## config.mk

```make
export PLATFORM = sky130hd
export DESIGN_NAME = robs_divider
export DESIGN_NICKNAME = d
export VERILOG_FILES = /design/src/rtl/robs_divider_pkg.sv /design/src/rtl/robs_divider_counter.sv /design/src/rtl/robs_divider.sv
export SDC_FILE = /design/constraint.sdc
export NUM_CORES = 1
export LEC_CHECK = 0
export ABC_AREA = 1
export CAP_MARGIN = 20
export CORE_AREA = 2 2 86 88
export DETAILED_ROUTE_END_ITERATION = 7
export DIE_AREA = 0 0 88 90
export GPL_ROUTABILITY_DRIVEN = 0
export PLACE_DENSITY = 0.78
export SYNTH_ARGS = -nofsm -noshare
export SYNTH_HDL_FRONTEND = slang
export SYNTH_SLANG_ARGS = --single-unit
```

## constraint.sdc

```tcl
create_clock -name clk -period 2.55 [get_ports clk]
set_input_delay 0.3825 -clock clk [delete_from_list [all_inputs] [get_ports clk]]
set_output_delay 0.3825 -clock clk [all_outputs]
set_load 0.05 [all_outputs]
```

## src/rtl/robs_divider_pkg.sv

```systemverilog
// Shared types and helpers for the Robertson multiplier/divider datapaths.
// Helpers work on a 64-bit word; callers size-cast to their own width.
package robs_pkg;

    localparam int ROBS_WIDTH = 8;
    localparam int ROBS_MAXW  = 64;

    typedef enum logic [2:0] {IDLE, LOAD, DIV, SIGN, DONE} div_state_t;

    typedef logic [ROBS_MAXW-1:0] robs_word_t;

    function automatic robs_word_t neg_w(input robs_word_t v);
        return ~v + robs_word_t'(1);
    endfunction

    function automatic robs_word_t abs_w(input robs_word_t v);
        return v[ROBS_MAXW-1] ? neg_w(v) : v;
    endfunction

endpackage

```

## src/rtl/robs_divider_counter.sv

```systemverilog
// Loadable iteration down-counter; zero flags the decrement that lands on 0.
// Load has priority over decrement; the count saturates at 0.
module div_counter #(
    parameter int W = 4
) (
    input  logic         clk,
    input  logic         reset,
    input  logic         load,
    input  logic         ena,
    input  logic [W-1:0] value,
    output logic         zero
);

    logic [W-1:0] count;

    always_ff @(posedge clk or posedge reset) begin
        if (reset) begin
            count <= '0;
        end else if (load) begin
            count <= value;
        end else if (ena && count != '0) begin
            count <= count - W'(1);
        end
    end

    // Asserted during the last enabled cycle so the FSM can leave DIV on time.
    assign zero = ena && (count == W'(1));

endmodule

```

## src/rtl/robs_divider.sv

```systemverilog
// Signed restoring divider, one quotient bit per clock; done WIDTH+3 cycles after start
// (2 cycles on a zero divisor with ROBS_DIV_ZERO_CHECK_EN). No backpressure: start is ignored while busy.
module robs_divider
    import robs_pkg::*;
#(
    parameter int WIDTH = ROBS_WIDTH
) (
    input  logic             clk,
    input  logic             reset,
    input  logic             start,
    input  logic [WIDTH-1:0] dividend,
    input  logic [WIDTH-1:0] divisor,
    output logic [WIDTH-1:0] quotient,
    output logic [WIDTH-1:0] remainder,
    output logic             busy,
    output logic             done,
    output logic             dbz,
    output logic             ovf
);

    localparam int CW = $clog2(WIDTH + 1);

    div_state_t       state;
    logic [WIDTH-1:0] dvd_r;
    logic [WIDTH-1:0] dvs_r;
    logic [WIDTH-1:0] q_r;
    logic [WIDTH-1:0] dmag;
    logic [WIDTH:0]   p_r;
    logic             sq;
    logic             sr;
    logic             cnt_zero;
    logic [WIDTH+1:0] p_shift;
    logic [WIDTH+1:0] trial;

    // The top bit of p_shift is always 0, so trial's MSB is the borrow of P - |divisor|.
    assign p_shift = {p_r, q_r[WIDTH-1]};
    assign trial   = p_shift - {2'b00, dmag};

    div_counter #(.W(CW)) u_cnt (
        .clk   (clk),
        .reset (reset),
        .load  (state == LOAD),
        .ena   (state == DIV),
        .value (CW'(WIDTH)),
        .zero  (cnt_zero)
    );

    always_ff @(posedge clk or posedge reset) begin
        if (reset) begin
            state     <= IDLE;
            dvd_r     <= '0;
            dvs_r     <= '0;
            q_r       <= '0;
            dmag      <= '0;
            p_r       <= '0;
            sq        <= 1'b0;
            sr        <= 1'b0;
            quotient  <= '0;
            remainder <= '0;
            busy      <= 1'b0;
            done      <= 1'b0;
            ovf       <= 1'b0;
        end else begin
            case (state)
                IDLE: begin
                    done <= 1'b0;
                    if (start) begin
                        dvd_r     <= dividend;
                        dvs_r     <= divisor;
                        sq        <= dividend[WIDTH-1] ^ divisor[WIDTH-1];
                        sr        <= dividend[WIDTH-1];
                        quotient  <= '0;
                        remainder <= '0;
                        ovf       <= 1'b0;
                        busy      <= 1'b1;
                        state     <= LOAD;
                    end
                end
                LOAD: begin
                    // The most-negative operand's magnitude 2^(WIDTH-1) still fits unsigned.
                    q_r  <= WIDTH'(abs_w(robs_word_t'(signed'(dvd_r))));
                    dmag <= WIDTH'(abs_w(robs_word_t'(signed'(dvs_r))));
                    p_r  <= '0;
`ifdef ROBS_DIV_ZERO_CHECK_EN
                    if (dvs_r == '0) begin
                        quotient  <= '1;
                        remainder <= dvd_r;
                        done      <= 1'b1;
                        state     <= DONE;
                    end else begin
                        state <= DIV;
                    end
`else
                    state <= DIV;
`endif
                end
                DIV: begin
                    if (!trial[WIDTH+1]) begin
                        p_r <= trial[WIDTH:0];
                        q_r <= {q_r[WIDTH-2:0], 1'b1};
                    end else begin
                        p_r <= p_shift[WIDTH:0];
                        q_r <= {q_r[WIDTH-2:0], 1'b0};
                    end
                    if (cnt_zero) begin
                        state <= SIGN;
                    end
                end
                SIGN: begin
                    quotient  <= sq ? WIDTH'(neg_w(robs_word_t'(q_r))) : q_r;
                    remainder <= sr ? WIDTH'(neg_w(robs_word_t'(p_r[WIDTH-1:0])))
                                    : p_r[WIDTH-1:0];
                    ovf       <= (dvd_r == {1'b1, {(WIDTH-1){1'b0}}}) && (dvs_r == '1);
                    done      <= 1'b1;
                    state     <= DONE;
                end
                DONE: begin
                    done  <= 1'b0;
                    busy  <= 1'b0;
                    state <= IDLE;
                end
                default: begin
                    state <= IDLE;
                end
            endcase
        end
    end

`ifdef ROBS_DIV_ZERO_CHECK_EN
    always_ff @(posedge clk or posedge reset) begin
        if (reset) begin
            dbz <= 1'b0;
        end else if (state == IDLE && start) begin
            dbz <= 1'b0;
        end else if (state == LOAD && dvs_r == '0) begin
            dbz <= 1'b1;
        end
    end
`else
    assign dbz = 1'b0;
`endif

endmodule

```

* Yosys cells after proc, flatten, opt, wreduce, memory -nomap -nowiden
Index checks and enable logic that the tools add are counted.
Cells by class: add/subtract/negate cells 6, eq/ne operators 9, multiplexer cells 21, bitwise logic cells 5, reductions and logical operators 15
Operators with widths (number):
- one-hot mux 8 bit (2 select lines) | 3
- 2-to-1 mux 8 bit | 5
- adder 8 x 1 -> 8 bit (second input constant) | 4
- NOT 8 bit | 4
- one-hot mux 9 bit (2 select lines) | 1
- == test 8 bit (second input constant) | 2
- one-hot mux 3 bit (4 select lines) | 1
- nonzero test 2 bit | 5
- subtractor 10 x 8 -> 10 bit | 1
- 2-to-1 mux 9 bit | 1
- 2-to-1 mux 4 bit | 2
- AND reduction 2 bit | 4
- == test 3 x 2 -> 1 bit (second input constant) | 2
- 2-to-1 mux 3 bit | 2
- one-hot mux 1 bit (2 select lines) | 3
- == test 4 x 1 -> 1 bit (second input constant) | 1
- inequality test 2 bit (second input constant) | 2
- nonzero test 4 bit | 1
- subtractor 4 x 1 -> 4 bit (second input constant) | 1
- == test 3 x 1 -> 1 bit (second input constant) | 1
- == test 3 bit (second input constant) | 1
- logical AND 1 bit | 3
- logical NOT 3 bit | 1
- 2-to-1 mux 1 bit | 3
- 2 further kinds | 2
Word-level totals: flip-flop bits (word level) 69, bits of input ports 19, output and inout port bits 20, word-level logic and storage cells 70

* Longest topological paths before layout
Gate-level depths: netlist of run 1.
word-level depth 4, mapped depth 13, gate-level depth less buffers 13

* Modules after synthesis
Synthesis of run 1 repeated with hierarchy kept, for this count alone.
Second synthesis, totals: cell total of the unflattened synthesis 526, area, all modules 4012.6 um^2
By module, submodules not included:
- robs_divider | times used 1, cells an instance 486, area each 3729.8 um^2, seq. area each 1601.5 um^2
- div_counter | times used 1, cells an instance 40, area each 282.8 um^2, seq. area each 100.1 um^2

* Worst setup path after synthesis of run 1
Ideal clock, no wire load.
path type reg-to-reg, start point reg p_r[5], end point reg p_r[0], library setup time 117 ps, data arrival time 1589 ps, required time 2433 ps, setup slack 844 ps, cell stages (with the launch flop) 10, buffers on the path 0, period minus slack after synthesis 1706 ps, cells stage by stage dfrtp_1 -> ha_1 -> nand2_1 -> nand2_1 -> a21oi_1 -> nand3_1 -> nand2_2 -> nand3_1 -> nand3_1 -> nand2_1
On the way: longest elaborated chain between the ends 3
Ends and longest elaborated chain:
- start: declaration | RTL line robs_divider.sv:28 | logic [WIDTH:0] p_r;
- start signal: assignment | RTL line robs_divider.sv:99 | p_r <= trial[WIDTH:0];
- start signal: assignment | RTL line robs_divider.sv:102 | p_r <= p_shift[WIDTH:0];
- subtractor 10 x 8 -> 10 bit | RTL line robs_divider.sv:37 | assign trial = p_shift - {2'b00, dmag};
- 2-to-1 mux 9 bit | RTL line robs_divider.sv:98 | if (!trial[WIDTH+1]) begin
- one-hot mux 9 bit (2 select lines) | RTL line robs_divider.sv:64 | case (state)
Every way passes these cells. A chain may end at the register's enable or synchronous reset.

* Worst setup path in the final report of run 1
start point reg p_r[3], end point reg p_r[8]
The elaborated chain is that of the path after synthesis.

==> flow_summary.toml, run 1 <==
[grt]
grt_pass1_wl_um = 15400
overflow = 0
grt_use_met2_pct = 37.5
antenna_found_initial = 0
grt_max_degree = 69
grt_pass1_vias = 3310
met3_usage_pct = 4.96
grt_use_total_pct = 24.4
met1_usage_pct = 34.9
busiest_layer = "met2"

[synthesis]
syn_inst = 508
synth-main-ff-cell = "dfrtp_1"
netlist_area_sq_mm = 0.00391
syn_nets = 543
synth-edff-count = 0
synthArstFlopShare_pct = 100
ys_types = 37
ys_seq_area_share_pct = 43.5
ys_warn_count = 0
ys_seq_elements = 68
syn_avg_cell_area_sq_um = 7.70

[die]
die-area_sq_mm = 0.00792
die_x_um = 88
die_y_um = 90
io_pins = 39
core-area_sq_mm = 0.00702
start_util_pct = 55.7
rows = 31

[worst_setup_path]
cp_data_arrival_time_ns = 2.25
r2r-start = "p_r[3]$_DFFE_PP0N_"
crit_path_start_kind = "flip-flop"
critPathRequiredTime_ns = 2.79
r2r_slack_ns = 0.54
path_max_fanout = 9
endpoint_kind = "flip-flop"
worstRegToRegCells = 11
critPathLaunch = "p_r[3]$_DFFE_PP0N_"
r2r_end = "p_r[8]$_DFFE_PP0N_"
crit_type = "reg -> reg"

[clock_network]
cts_root_buf = "clkbuf_8"
post_cts_resized = 0
cts_hold_buffers = 0
cts.reportedPaths.clkPinSlew_ns = 0.07
cts_sinks = 68
numCtsBuffers = 9
cts_htree_levels = 3
clk_path_buf_depth = 2
cts_tree = "built"
clk_latency_ns = 0.35
cts_setup_buffers = 0

[power_and_ir_drop]
p_seq_share_pct = 29.5
power_frac_comb_pct = 57.0
swShare_pct = 49.5
cellPowerDensity_mw_per_mm2 = 1430
pwr-share-clk_pct = 13.5
p_leak_nw = 2.23
internal_power_w = 0.00329
peakVddDrop_mv = 0.624
p_switching_w = 0.00322

[timing]
layout_min_cycle_time_ns = 2.01
tns_ns = 0
finalCritPeriodShare_pct = 78.6
skew_ns = 0.00751
worstMarginPinSlew_ns = 0.726
rsz0062_at_grt = "no"
slew_violations = 0
final-hold-violation-count = 0
relSlewSlack_pct = 51.5
fmax_mhz = 499
setup_viol = 0

[route]
first_pass_iters = 7
drt-initial-drc-count = 263
wl_per_cell_um = 13.7
via_count = 3487
vias_per_cell = 5.38
drt_wl_total_um = 8850
ant_nets = 0
drc = 0

[run]
maxCapViolCount = 0

[cells_and_area]
area_delta_synth_final_pct = 16.7
fin_nets = 580
n_antenna_cell = 0
final.fill_count = 630
drive_gt1_share_pct = 6.01
fin_area_sq_mm = 0.00456

[worst_hold_path]
min_path_type = "in -> async"

[placement]
dpl_cell_area_sq_mm = 0.00437
io_buffers = 37
hpwl_um = 6480

[outcome]
status = "finished, final reports clean"
[how the worst max path moves through the flow]
stage	to	slack [ns]	cells after the start
3_5_place_dp	p_r[1]$_DFFE_PP0N_	0.58	11
2_1_floorplan	busy$_DFFE_PP0P_	0.46	1
4_1_cts	p_r[1]$_DFFE_PP0N_	0.56	11
6_report	p_r[8]$_DFFE_PP0N_	0.54	11
5_1_grt	p_r[4]$_DFFE_PP0N_	0.39	9
3_3_place_gp	q_r[0]$_DFFE_PP0N_	0.63	8
[cell usage after synthesis (2+ instances only)]
cell,number,area share (%)
o31ai_1,3,0.58
inv_1,74,7.1
a21oi_1,17,2.2
clkbuf_1,9,0.86
nor3_2,2,0.51
nand4_1,6,0.96
nor3_1,8,1.0
nand3_1,71,9.1
nand3b_1,2,0.38
xnor2_1,3,0.67
ha_1,15,4.8
nand4_2,2,0.64
nor2_1,20,1.9
dfrtp_1,68,44
o21ai_0,51,6.5
nand2_1,119,11
o221ai_1,6,1.3
inv_2,2,0.19
xor2_1,6,1.3
buf_2,4,0.51
o22ai_1,2,0.32
o211ai_1,2,0.38
nand2_2,2,0.32
[layer usage]
layer  share of wire (%)  vias to the layer above  wire length, um
met3                 4.6                       17              405
met5                   0                        -                0
met1                  46                     1621             4110
met4                 1.7                        0              153
met2                  47                       98             4180
li1                    -                     1751                -
[kinds of logic (layout without fill, tap and decap cells)]
group	after synthesis	in the layout	share of synthesized area (%)
xor gates and xnor gates	9	9	2.02
and+or+nand+nor	236	236	27.4
DFF	68	68	43.5
other	1	1	0.0959
AOI/OAI and AO/OA	85	85	12.3
buffers and inverters	93	134	9.41
adders and majority gates	16	16	5.31
[cell usage in the layout, fill, tap and decap left out, types with 2 or more instances in the layout]
cell type	synthesis	final
nor2_1	20	20
o31ai_1	3	3
o221ai_1	6	6
dfrtp_1	68	68
clkbuf_8	0	10
nand4_1	6	6
inv_2	2	3
nand3_1	71	71
a21oi_1	17	17
clkdlybuf4s50_1	0	37
nor3_1	8	8
nand2_1	119	119
nand3b_1	2	2
nor3_2	2	2
nand4_2	2	2
o211ai_1	2	2
clkinv_2	0	2
inv_1	74	73
o21ai_0	51	51
o22ai_1	2	2
ha_1	15	15
nand2_2	2	2
xnor2_1	3	3
buf_4	1	3
xor2_1	6	6
[power groups by stage]
| stage | Combinational (W) | Clock (W) | Sequential, W |
|---|---|---|---|
| after floorplan | 0.00257 | 0 | 0.00214 |
| after global placement | 0.00358 | 0 | 0.00190 |
| after detailed placement | 0.00368 | 0 | 0.00193 |
| after CTS | 0.00370 | 0.000897 | 0.00191 |
| after global routing | 0.00422 | 0.000950 | 0.00198 |
| final | 0.00371 | 0.000881 | 0.00192 |
[critical path, cell delays in order, from the launching register on]
cell     delay [ns]
dfrtp_1        0.47
ha_1           0.38
nand2_1        0.13
inv_1          0.05
nand2_1        0.09
nand2_1        0.06
nand2_1        0.12
nand3_1        0.14
nand2_2        0.20
nand3_1        0.11
nand3_1        0.10
nand2_1        0.05
[final cells by class]
type                    instances  area [sq um]  area share (%)
flip-flops and latches         68          1700            37.3
well taps                      99           124            2.71
inverters                      78           295            6.47
clock buffers                  11           141            3.10
clock inverters                 4          48.8            1.07
repair buffers                 41           413            9.05
multi-input cells             347          1840            40.3
[flip-flops by register name, indices dropped and copies added, names as in the netlist]
| name | count |
|---|---|
| busy | 1 |
| sq | 1 |
| remainder | 8 |
| dmag | 8 |
| dvd_r | 8 |
| p_r | 9 |
| state | 3 |
| ovf | 1 |
| quotient | 8 |
| q_r | 8 |
| done | 1 |
| dvs_r | 8 |
| u_cnt.count | 4 |
[stage by stage]
| stage | setup WS (ns) | total power (W) | hold slack (ns) | util, % | std cells |
|---|---|---|---|---|---|
| after floorplan | 0.456 | 0.00471 | 0.441 | - | 508 |
| after global placement | 0.632 | 0.00548 | 0.461 | 62.3 | 633 |
| after detailed placement | 0.576 | 0.00561 | 0.476 | 62.3 | 633 |
| after CTS | 0.558 | 0.00651 | 0.436 | 65.0 | 648 |
| after global routing | 0.385 | 0.00715 | 0.459 | 65.0 | 648 |
| final | 0.544 | 0.00651 | 0.413 | 65.0 | 648 |
(Power assumes the default switching activity.)
==> inputs of run 2 (changes only) <==
- CORE_AREA: 2 2 86 88 -> 2 2 90 92
- DIE_AREA: 0 0 88 90 -> 0 0 92 94
- PLACE_DENSITY: 0.78 -> 0.75
- clock period: 2.55 -> 1.6 ns (I/O delays scaled with it)
==> run 2 against run 1 <==
Compared with the run above:
- the run now ends with setup timing left
- sequential power rose by 59%
- hold slack got worse by 0.19 ns
- first-iteration DRC count rose by 16%
- register-to-register slack got worse by 0.72 ns
- utilization rose by 4.2 points
- sequential cell count did not move
- combinational power rose by 120%
- non-clock buffer count rose by 51
==> flow_summary.toml, run 2 (same netlist as run 1, synthesis figures left out) <==
[worst_setup_path]
endpoint_kind = "flip-flop"
path_max_fanout = 5
cp_top_family = "simple AND/OR/NAND/NOR gates"
worstPathCellList = "ha_4 > nand2_4 > nor2_4 > buf_12 > nand2_8 > nand3_4 > nand2_4 > nand3b_1 > nand3_1 > nand2_1"
crit_path_start_kind = "flip-flop"
slowest_stage = "dfrtp_1"
cp_slowest_stage_delay_ns = 0.44
cp_data_arrival_time_ns = 2.06
crit_buf_inv = 1
critPathRequiredTime_ns = 1.88
path_common_cell = "nand2_4"
r2r_slack_ns = -0.18
crit_type = "reg -> reg"

[die]
io_pins = 39
die_y_um = 94
start_util_pct = 51.4
core-area_sq_mm = 0.00761
die-area_sq_mm = 0.00865
die_x_um = 92
rows = 32

[route]
wl_per_cell_um = 14.7
drt_wl_total_um = 10400
drc = 0
first_pass_iters = 7
drt-initial-drc-count = 305
via_count = 3885
ant_nets = 0
vias_per_cell = 5.50

[timing]
slew_violations = 0
worstMarginPinSlew_ns = 0.745
finalCritPeriodShare_pct = 111
relSlewSlack_pct = 50.3
fmax_mhz = 563
final-hold-violation-count = 0
layout_min_cycle_time_ns = 1.78
holdWs_ns = 0.223
rsz0062_at_grt = "yes"
setup_viol = 10
setup_ws_ns = -0.177
skew_ns = 0.0106

[clock_network]
cts_hold_buffers = 0
cts_sinks = 68
numCtsBuffers = 9
clk_latency_ns = 0.35
cts_root_buf = "clkbuf_8"
cts_tree = "built"
clk_path_buf_depth = 2
cts.reportedPaths.clkPinSlew_ns = 0.08
cts_htree_levels = 3

[cells_and_area]
final_cell_mix = "nand2_1 (107), buf_4 (70), dfrtp_1 (68)"
area_delta_synth_final_pct = 34.6
drive_gt1_share_pct = 25.0
n_antenna_cell = 0
final.fill_count = 608
final_common_cell = "nand2_1"
fin_area_sq_mm = 0.00526
regMostFlops = "p_r"
largest_reg_flops = 9
fin_nets = 634

[power_and_ir_drop]
p_leak_nw = 2.55
cellPowerDensity_mw_per_mm2 = 2380
peakVddDrop_mv = 1.17
finalPower_w = 0.0125

[outcome]
violations = "setup timing"
status = "finished with violations"

[grt]
grt_use_met2_pct = 40.6
grt_pass1_vias = 3782
overflow = 0
grt_max_degree = 32
grt_pass1_wl_um = 17200
grt_use_total_pct = 25.3
met1_usage_pct = 32.4
antenna_found_initial = 0
met3_usage_pct = 4.09
busiest_layer = "met2"

[worst_hold_path]
min_path_type = "in -> async"

[placement]
dpl_cell_area_sq_mm = 0.00484
io_buffers = 37
hpwl_um = 7270

[run]
maxCapViolCount = 0
[run 2: power breakdown]
part / switching (W) / total [W] / leakage (nW) / internal (W)
Clock: 0.000682 / 0.00124 / 0.0803 / 0.000562
Sequential: 0.000609 / 0.00306 / 0.864 / 0.00245
Combinational: 0.00494 / 0.00823 / 1.61 / 0.00329
Total: 0.00623 / 0.0125 / 2.55 / 0.00630
[run 2: through the flow]
step	util, %	std cells	setup TNS, ns	setup slack (ns)
after floorplan	-	508	-0.0190	-0.0190
after global placement	63.6	678	-0.980	-0.114
after detailed placement	63.6	678	-1.21	-0.140
after CTS	67.3	702	-0.682	-0.0700
after global routing	69.2	706	-3.27	-0.277
final	69.2	706	-1.52	-0.177
[run 2: final cells by class]
cell class / instances / area, sq um / share of cell area, %
tap: 102 / 128 / 2.43
timing repair buffer: 92 / 786 / 14.9
sequential: 68 / 1700 / 32.3
multi-input combinational: 350 / 2180 / 41.5
clock buffer: 12 / 135 / 2.57
clock inverter: 4 / 26.3 / 0.499
inverter: 78 / 304 / 5.78
[run 2: routing by layer]
metal  wire length [um]  part of all wire (%)
met2               5090                    49
met3                553                   5.3
met1               4390                    42
met5                  0                     0
met4                374                   3.6
[run 2: final timing paths]
| check | depth (start not counted) | endpoint | from |
|---|---|---|---|
| max in group asynchronous | 3 | dmag[0]$_DFFE_PP0P_ | reset |
| min in group clk | 3 | dvs_r[3]$_DFFE_PP0P_ | divisor[3] |
| worst max-delay path | 10 | p_r[1]$_DFFE_PP0N_ | p_r[4]$_DFFE_PP0N_ |
| worst min-delay path | 2 | remainder[6]$_DFFE_PP0P_ | reset |
| worst min register to register | 1 | state[0]$_DFFE_PP0P_ | state[0]$_DFFE_PP0P_ |
| worst max register to register | 10 | p_r[1]$_DFFE_PP0N_ | p_r[4]$_DFFE_PP0N_ |
[run 2: what timing repair did]
action                                  in CTS  in global routing
hold endpoints to repair                     0                  0
pin swaps                                   13                 18
gates cloned                                 3                  0
endpoints found under the setup margin      12                 32
gates resized for setup                     19                 28
setup buffers                                5                  4
